--- config.mk ---
export PLATFORM = sky130hd
export DESIGN_NAME = cv32e41s_tcm_dma
export DESIGN_NICKNAME = d
export VERILOG_FILES = /design/src/rtl/cv32e41s_tcm_dma.sv
export SDC_FILE = /design/constraint.sdc
export NUM_CORES = 1
export LEC_CHECK = 0
export CAP_MARGIN = 20
export CORE_MARGIN = 2
export CORE_UTILIZATION = 35
export DETAILED_ROUTE_END_ITERATION = 10
export HOLD_SLACK_MARGIN = 0.15
export PLACE_DENSITY = 0.64
export SYNTH_ARGS = -nofsm -noshare
export SYNTH_HDL_FRONTEND = slang
export SYNTH_SLANG_ARGS = --single-unit
--- constraint.sdc ---
create_clock -name clk_i -period 8.9 [get_ports clk_i]
set_input_delay 2.67 -clock clk_i [delete_from_list [all_inputs] [get_ports clk_i]]
set_output_delay 2.67 -clock clk_i [all_outputs]
set_load 0.01 [all_outputs]
--- src/rtl/cv32e41s_tcm_dma.sv ---
// Single-channel block-transfer initiator on one TCM port: streams words into the TCM
// or reads them back onto a valid/ready stream through a credit-limited return FIFO.
module cv32e41s_tcm_dma #(
    parameter int A_WID         = 32,
    parameter int CNT_WID       = 16,
    parameter int RD_FIFO_DEPTH = 4
) (
    input  logic               clk_i,
    input  logic               rst_ni,
    input  logic               cmd_valid_i,
    output logic               cmd_ready_o,
    input  logic               cmd_write_i,
    input  logic [A_WID-1:0]   cmd_addr_i,
    input  logic [CNT_WID-1:0] cmd_len_i,
    input  logic               s_valid_i,
    output logic               s_ready_o,
    input  logic [31:0]        s_data_i,
    output logic               m_valid_o,
    input  logic               m_ready_i,
    output logic [31:0]        m_data_o,
    output logic               m_last_o,
    output logic               tcm_req_o,
    output logic               tcm_we_o,
    output logic [3:0]         tcm_be_o,
    output logic [A_WID-1:0]   tcm_addr_o,
    output logic [31:0]        tcm_wdata_o,
    input  logic               tcm_rvalid_i,
    input  logic [31:0]        tcm_rdata_i,
    output logic               busy_o,
    output logic               done_o,
    output logic               err_o
);

    localparam int PTR_W = (RD_FIFO_DEPTH > 1) ? $clog2(RD_FIFO_DEPTH) : 1;
    localparam int OCC_W = $clog2(RD_FIFO_DEPTH + 1);
    localparam logic [OCC_W:0]   DEPTH_L = (OCC_W + 1)'(RD_FIFO_DEPTH);
    localparam logic [PTR_W-1:0] PTR_MAX = PTR_W'(RD_FIFO_DEPTH - 1);

    typedef enum logic [2:0] {IDLE, WRITE, READ, WAIT, DONE} state_e;

    state_e             state_q, state_d;
    logic [A_WID-1:0]   addr_q, addr_d;
    logic [CNT_WID-1:0] len_q, len_d, issued_q, issued_d, deliv_q, deliv_d;
    logic               write_q, write_d, ready_q, ready_d, err_q, err_d;
    logic [OCC_W-1:0]   outst_q, outst_d, count_q, count_d;
    logic [PTR_W-1:0]   wr_ptr_q, wr_ptr_d, rd_ptr_q, rd_ptr_d;
    logic [31:0]        fifo_mem [RD_FIFO_DEPTH];

    logic accept, rsp, push, pop, credit, last_issue;

    assign accept     = cmd_valid_i & ready_q;
    // A response with nothing outstanding belongs to an abandoned transfer.
    assign rsp        = tcm_rvalid_i & (outst_q != '0);
    assign push       = rsp & ~write_q;
    assign credit     = ({1'b0, count_q} + {1'b0, outst_q}) < DEPTH_L;
    assign pop        = m_valid_o & m_ready_i;
    assign last_issue = (issued_q == len_q - CNT_WID'(1));

    assign cmd_ready_o = ready_q;
    assign busy_o      = (state_q != IDLE);
    assign done_o      = (state_q == DONE);
    assign err_o       = err_q;
    assign tcm_be_o    = 4'hF;
    assign m_valid_o   = (count_q != '0);
    assign m_data_o    = m_valid_o ? fifo_mem[rd_ptr_q] : '0;
    assign m_last_o    = m_valid_o & (deliv_q == len_q - CNT_WID'(1));
    assign tcm_addr_o  = tcm_req_o ? addr_q : '0;
    assign tcm_wdata_o = (tcm_req_o & tcm_we_o) ? s_data_i : '0;

    // NOTE: every signal written in always_comb gets a default first, so no latch is inferred.
    always_comb begin
        s_ready_o = 1'b0;
        tcm_req_o = 1'b0;
        tcm_we_o  = 1'b0;
        if (state_q == WRITE) begin
            s_ready_o = 1'b1;
            tcm_req_o = s_valid_i;
            tcm_we_o  = 1'b1;
        end else if (state_q == READ) begin
            tcm_req_o = (issued_q < len_q) & credit;
        end
    end

    always_comb begin
        state_d  = state_q;
        addr_d   = addr_q;
        len_d    = len_q;
        write_d  = write_q;
        err_d    = 1'b0;
        issued_d = issued_q;
        deliv_d  = deliv_q + CNT_WID'(pop);
        outst_d  = outst_q + OCC_W'(tcm_req_o) - OCC_W'(rsp);
        count_d  = count_q + OCC_W'(push) - OCC_W'(pop);
        wr_ptr_d = push ? ((wr_ptr_q == PTR_MAX) ? '0 : wr_ptr_q + PTR_W'(1)) : wr_ptr_q;
        rd_ptr_d = pop  ? ((rd_ptr_q == PTR_MAX) ? '0 : rd_ptr_q + PTR_W'(1)) : rd_ptr_q;
        if (tcm_req_o) begin
            addr_d   = addr_q + A_WID'(4);
            issued_d = issued_q + CNT_WID'(1);
        end

        unique case (state_q)
            IDLE: begin
                if (accept) begin
                    if (cmd_addr_i[1:0] != 2'b00) begin
                        err_d = 1'b1;
                    end else begin
                        addr_d   = cmd_addr_i;
                        len_d    = cmd_len_i;
                        write_d  = cmd_write_i;
                        issued_d = '0;
                        deliv_d  = '0;
                        if (cmd_len_i == '0) state_d = DONE;
                        else                 state_d = cmd_write_i ? WRITE : READ;
                    end
                end
            end
            WRITE, READ: begin
                if (tcm_req_o && last_issue) state_d = WAIT;
            end
            WAIT: begin
                if (write_q) begin
                    if (outst_d == '0) state_d = DONE;
                end else if (pop && m_last_o) begin
                    state_d = DONE;
                end
            end
            DONE:    state_d = IDLE;
            default: state_d = IDLE;
        endcase

        ready_d = (state_d == IDLE);
    end

    // NOTE: sequential state uses non-blocking assignments so all flops update together.
    always_ff @(posedge clk_i or negedge rst_ni) begin
        if (!rst_ni) begin
            state_q  <= IDLE;
            addr_q   <= '0;
            len_q    <= '0;
            write_q  <= 1'b0;
            ready_q  <= 1'b0;
            err_q    <= 1'b0;
            issued_q <= '0;
            deliv_q  <= '0;
            outst_q  <= '0;
            count_q  <= '0;
            wr_ptr_q <= '0;
            rd_ptr_q <= '0;
        end else begin
            state_q  <= state_d;
            addr_q   <= addr_d;
            len_q    <= len_d;
            write_q  <= write_d;
            ready_q  <= ready_d;
            err_q    <= err_d;
            issued_q <= issued_d;
            deliv_q  <= deliv_d;
            outst_q  <= outst_d;
            count_q  <= count_d;
            wr_ptr_q <= wr_ptr_d;
            rd_ptr_q <= rd_ptr_d;
        end
    end

    // NOTE: FIFO storage is not reset; count_q alone decides which entries are valid.
    always_ff @(posedge clk_i) begin
        if (push) fifo_mem[wr_ptr_q] <= tcm_rdata_i;
    end

endmodule

## Yosys cells after proc, flatten, opt, wreduce, memory -nomap -nowiden

Memory sizes are Yosys's and may differ from the RTL's.
Index checks and enable logic that the tools add are counted.

| cells by class | value |
|---|---|
| add/sub/neg operators | 11 |
| magnitude comparators | 2 |
| equal/unequal tests | 8 |
| multiplexer cells | 33 |
| bitwise logic cells | 9 |
| reduce and logical (&&, ||, !) cells | 12 |

Operator list:

| cell | count |
|---|---|
| 32-bit two-way mux | 7 |
| 16-bit two-way mux | 7 |
| 32-bit by 3-bit adder with 32-bit output, second input constant | 1 |
| 16-bit equality test | 2 |
| 3-bit two-way mux | 7 |
| 16-bit by 1-bit adder with 16-bit output | 1 |
| 16-bit by 1-bit adder with 16-bit output, second input constant | 1 |
| 16-bit zero test | 1 |
| 16-bit < comparator | 1 |
| 16-bit by 1-bit subtractor with 16-bit output, second input constant | 1 |
| 3-bit zero test | 3 |
| 3-bit one-hot mux with 3 select lines | 1 |
| 3-bit nonzero test | 3 |
| 1-bit two-way mux | 8 |
| 1-bit AND | 7 |
| 3-bit by 1-bit adder with 3-bit output | 2 |
| 3-bit by 2-bit equality test with 1-bit output, second input constant | 2 |
| 2-bit two-way mux | 3 |
| 3-bit by 1-bit subtractor with 3-bit output | 2 |
| 2-bit by 1-bit adder with 2-bit output, second input constant | 2 |
| 3-bit by 3-bit adder with 4-bit output | 1 |
| 2-bit equality test, second input constant | 2 |
| 4-bit by 3-bit < comparator with 1-bit output, second input constant | 1 |
| 3-bit by 1-bit equality test with 1-bit output, second input constant | 1 |
| other kinds (6) | 8 |

| storage, ports and cells | value |
|---|---|
| flip-flop bits (word level) | 96 |
| memory bits (writable) | 128 |
| bits of input ports | 119 |
| output and inout bits | 109 |
| word-level logic and storage cells | 88 |
| memories kept | 1 |

Memory list:

| memory | words | width | read ports | clocked after Yosys merged registers in | write ports | RTL line | RTL |
|---|---|---|---|---|---|---|---|
| fifo_mem | 4 | 32 | 1 | 0 | 1 | 47 | `logic [31:0] fifo_mem [RD_FIFO_DEPTH];` |

## Depth between registers and ports, before layout

| logic depth | value |
|---|---|
| depth after elaboration | 12 |
| depth in mapped cells | 18 |
| gate-level depth less buffers | 15 |

## Least setup slack after synthesis

Ideal clock, no wire load.

| timing path | value |
|---|---|
| path type | input port to output port |
| start point | in s_valid_i |
| end point | out tcm_addr_o[10] |
| data arrival time | 3,961 ps |
| required time | 6,230 ps |
| setup slack | 2,269 ps |
| stages on the path | 7 |
| path buffers | 3 |
| cell sequence | a22oi_1 and2_1 clkbuf_1 clkinv_1 clkbuf_1 clkbuf_1 and2_1 |

| between the ends | value |
|---|---|
| cells in the longest elaborated chain, start to end | 2 |

RTL lines:

| item | RTL line | RTL |
|---|---|---|
| from (decl) | 15 | `input logic s_valid_i,` |
| 1-bit two-way mux | 75 | `if (state_q == WRITE) begin` |
| 32-bit two-way mux | 67 | `assign tcm_addr_o = tcm_req_o ? addr_q : '0;` |
| to (decl) | 25 | `output logic [A_WID-1:0] tcm_addr_o,` |

Every way passes these cells.

## Worst setup path in the final report

| timing path | value |
|---|---|
| start point | in s_valid_i |
| end point | out tcm_addr_o[2] |

Same word-level chain as after synthesis.

==> flow_summary.yaml <==
final_layout:
  mostFrequentLayoutCells: "clkdlybuf4s50_1 (222), edfxtp_1 (128), dfrtp_1 (94)"
  fillers: 2962
  drive_above_1_share_pct: 7.82
  area_growth_pct: 29.9
  multi_input_area_sq_um: 4890
  num-nets-final: 1351
  num_antenna_cells: 0
  mostFrequentLayoutCell: "clkdlybuf4s50_1"
  finalNonFillerCells: 1657
  regArea_sq_um: 6250
routing:
  dr.pass1.iters: 5
  drtIter0Drc: 413
  ant_nets: 0
  drt-wirelength-per-cell_um: 17.4
  drc_errors: 0
  routed_wl_um: 28800
  avgViaCountPerCell: 4.96
  num_vias: 8224
floorplanning:
  rows: 66
  die_h_um: 185
  die-area_sq_um: 34300
  core_area_sq_um: 32500
  die_w_um: 185
  ios: 228
  start_util_pct: 35.4
clock_tree:
  cts-resized-gates: 0
  clk_pin_slew_ns: 0.05
  post_cts_buffers: 0
  insertion_delay_ns: 0.53
  cts_buffers: 25
  htreeDepth: 1
  cts.sinks: 224
  holdBufCountCts: 0
  cts_tree: "built"
  ctsLongestPathBuffers: 3
  cts-root-buf: "clkbuf_16"
worst_setup_path:
  crit_top_cell: "clkdlybuf4s50_1"
  end_kind: "output port"
  reg2reg_from: "len_q[6]"
  slowest_delay_ns: 0.67
  worst-setup-path-type: "in2out"
  worstPathCellList: "clkdlybuf4s50_1 > a22oi_1 > and2_1 > buf_4 > clkinv_1 > ha_1 > clkdlybuf4s50_1"
  arrival_ns: 5.33
  crit_path_start_kind: "input port"
  path_max_fanout: 35
  timing.critical_path.slowest_stage_cell: "clkinv_1"
  crit_start: "s_valid_i"
  crit_required_ns: 6.23
placed_design:
  dp_slack_ns: 0.900
  placed_cells: 1612
  dp_hpwl_um: 19700
  gp_congestion: 0.877
  portBuffers: 223
worst_hold_path:
  worstHoldStart: "addr_q[1]"
  hold_path_class: "reg2reg"
pwr:
  power_mw: 2.15
  ir_worst_vdd_v: 0.000152
  p_per_area_nw_per_um2: 144
  p_leak_nw: 5.64
synth:
  postSynthCellCount: 986
  synth_cell_type_count: 65
  synthFlopType: "edfxtp_1"
  syn_area_sq_um: 11500
  ys_seq_elements: 224
  yosysWarnings: 0
  synth_edf_count: 128
  ys_async_sr_fraction_pct: 42.9
  ys_seq_area_share_pct: 54.3
  syn_area_per_cell_sq_um: 11.7
sta:
  rsz0062_at_grt: "no"
  hold_violations: 0
  slew_headroom_pct: 35.3
  final.min_clock_period_ns: 8.00
  setup_tns_ns: 0
  setup_ws_ns: 0.898
  setup_viol_count_final: 0
  min_period_over_period_pct: 89.9
  worst_pin_slew_ns: 0.970
  slew_viol_final: 0
  clock_skew_ns: 0.0127
  fmax_mhz: 125
global_route:
  grt_pass1_vias: 8390
  grt_max_degree: 104
  antenna_found_initial: 0
  overflow: 0
  grt_pass1_wl_um: 45200
  grt_usage_pct: 16.7
outcome:
  outcome: "complete, no violations"
flow_run:
  max_cap_violations: 0
[layout make-up]
class / instances / area share [%]
clock buffers: 35 / 4.57
clock inverters: 10 / 0.637
inverters: 38 / 0.955
flip-flops and latches: 224 / 41.8
repair buffers: 236 / 15.6
multi-input cells: 672 / 32.7
well taps: 442 / 3.70
[per-layer routing]
layer	vias up	wire, um	GRT usage [%]
met5	-	0	0
met1	4001	12700	22.5
met4	0	614	4.63
met3	41	1640	3.38
met2	208	13800	27.2
li1	3974	-	-
[worst max-delay path, delay by kind of cell]
| kind | cells | cell delay (ns) |
|---|---|---|
| AND/OR/NAND/NOR | 1 | 0.14 |
| buffers and inverters | 4 | 1.87 |
| adder cells (fa/ha/maj) | 1 | 0.47 |
| AO/OA/AOI/OAI | 1 | 0.15 |
[cells in the mapped netlist, drive strengths merged (5+ instances only)]
master    n  area, sq um
edfxtp  128         3840
xor2     37          324
nand4    22          138
a21oi    28          140
nand3    32          160
o21ai    52          260
clkbuf   42          158
nand2b    6         37.5
a211oi    5         37.5
dfrtp    96         2400
and4      5         43.8
nor3     20          100
buf      13         80.1
and3     50          313
nor2b     6         37.5
nor4     14          133
inv      36          135
ha       33          413
nor3b     5         42.5
nor2     56          210
xnor2    44          385
or3      10         62.6
and2     78          488
mux4     32          721
nand2    81          304
[kinds of logic after synthesis]
group / count (synthesis) / share of synthesized area (%)
other cells: 1 / 0.0326
simple gates: 394 / 18.6
xor+xnor: 84 / 6.76
compound gates: 122 / 6.66
mux: 33 / 6.36
flops: 224 / 54.3
fa+ha+maj: 35 / 3.94
buf+inv: 93 / 3.31
[registers in the layout, summed over array words and instances, names as in the netlist]
| register | flops |
|---|---|
| addr_q | 32 |
| cmd_ready_o | 1 |
| count_q | 3 |
| deliv_q | 16 |
| err_o | 1 |
| fifo_mem | 128 |
| issued_q | 16 |
| len_q | 16 |
| outst_q | 3 |
| rd_ptr_q | 2 |
| state_q | 3 |
| wr_ptr_q | 2 |
| write_q | 1 |
[worst paths after layout]
check,end,slack [ns],cells past startpoint
hold / removal,addr_q[1],0.48,1
setup reg to reg,state_q[2],4.04,17
max in group asynchronous,rd_ptr_q[0],5.57,2
hold reg to reg,addr_q[1],0.48,1
setup / recovery,tcm_addr_o[2],0.90,7
min in group asynchronous,addr_q[2],2.18,1
[metrics by stage]
step	util, %	instance area [sq um]	hold slack [ns]
floorplan	-	11500	0.444
global placement	43.6	14200	0.472
detailed placement	43.6	14200	0.469
CTS	46.0	14900	0.484
global route	46.0	14900	0.536
finish	46.0	14900	0.481
[where the power goes]
group	internal [mW]	switching, mW
clock	0.568	0.412
sequential	1.10	0
combinational	0.0462	0.0251
total	1.71	0.437
Note: power is estimated with default switching activity, not from simulation.
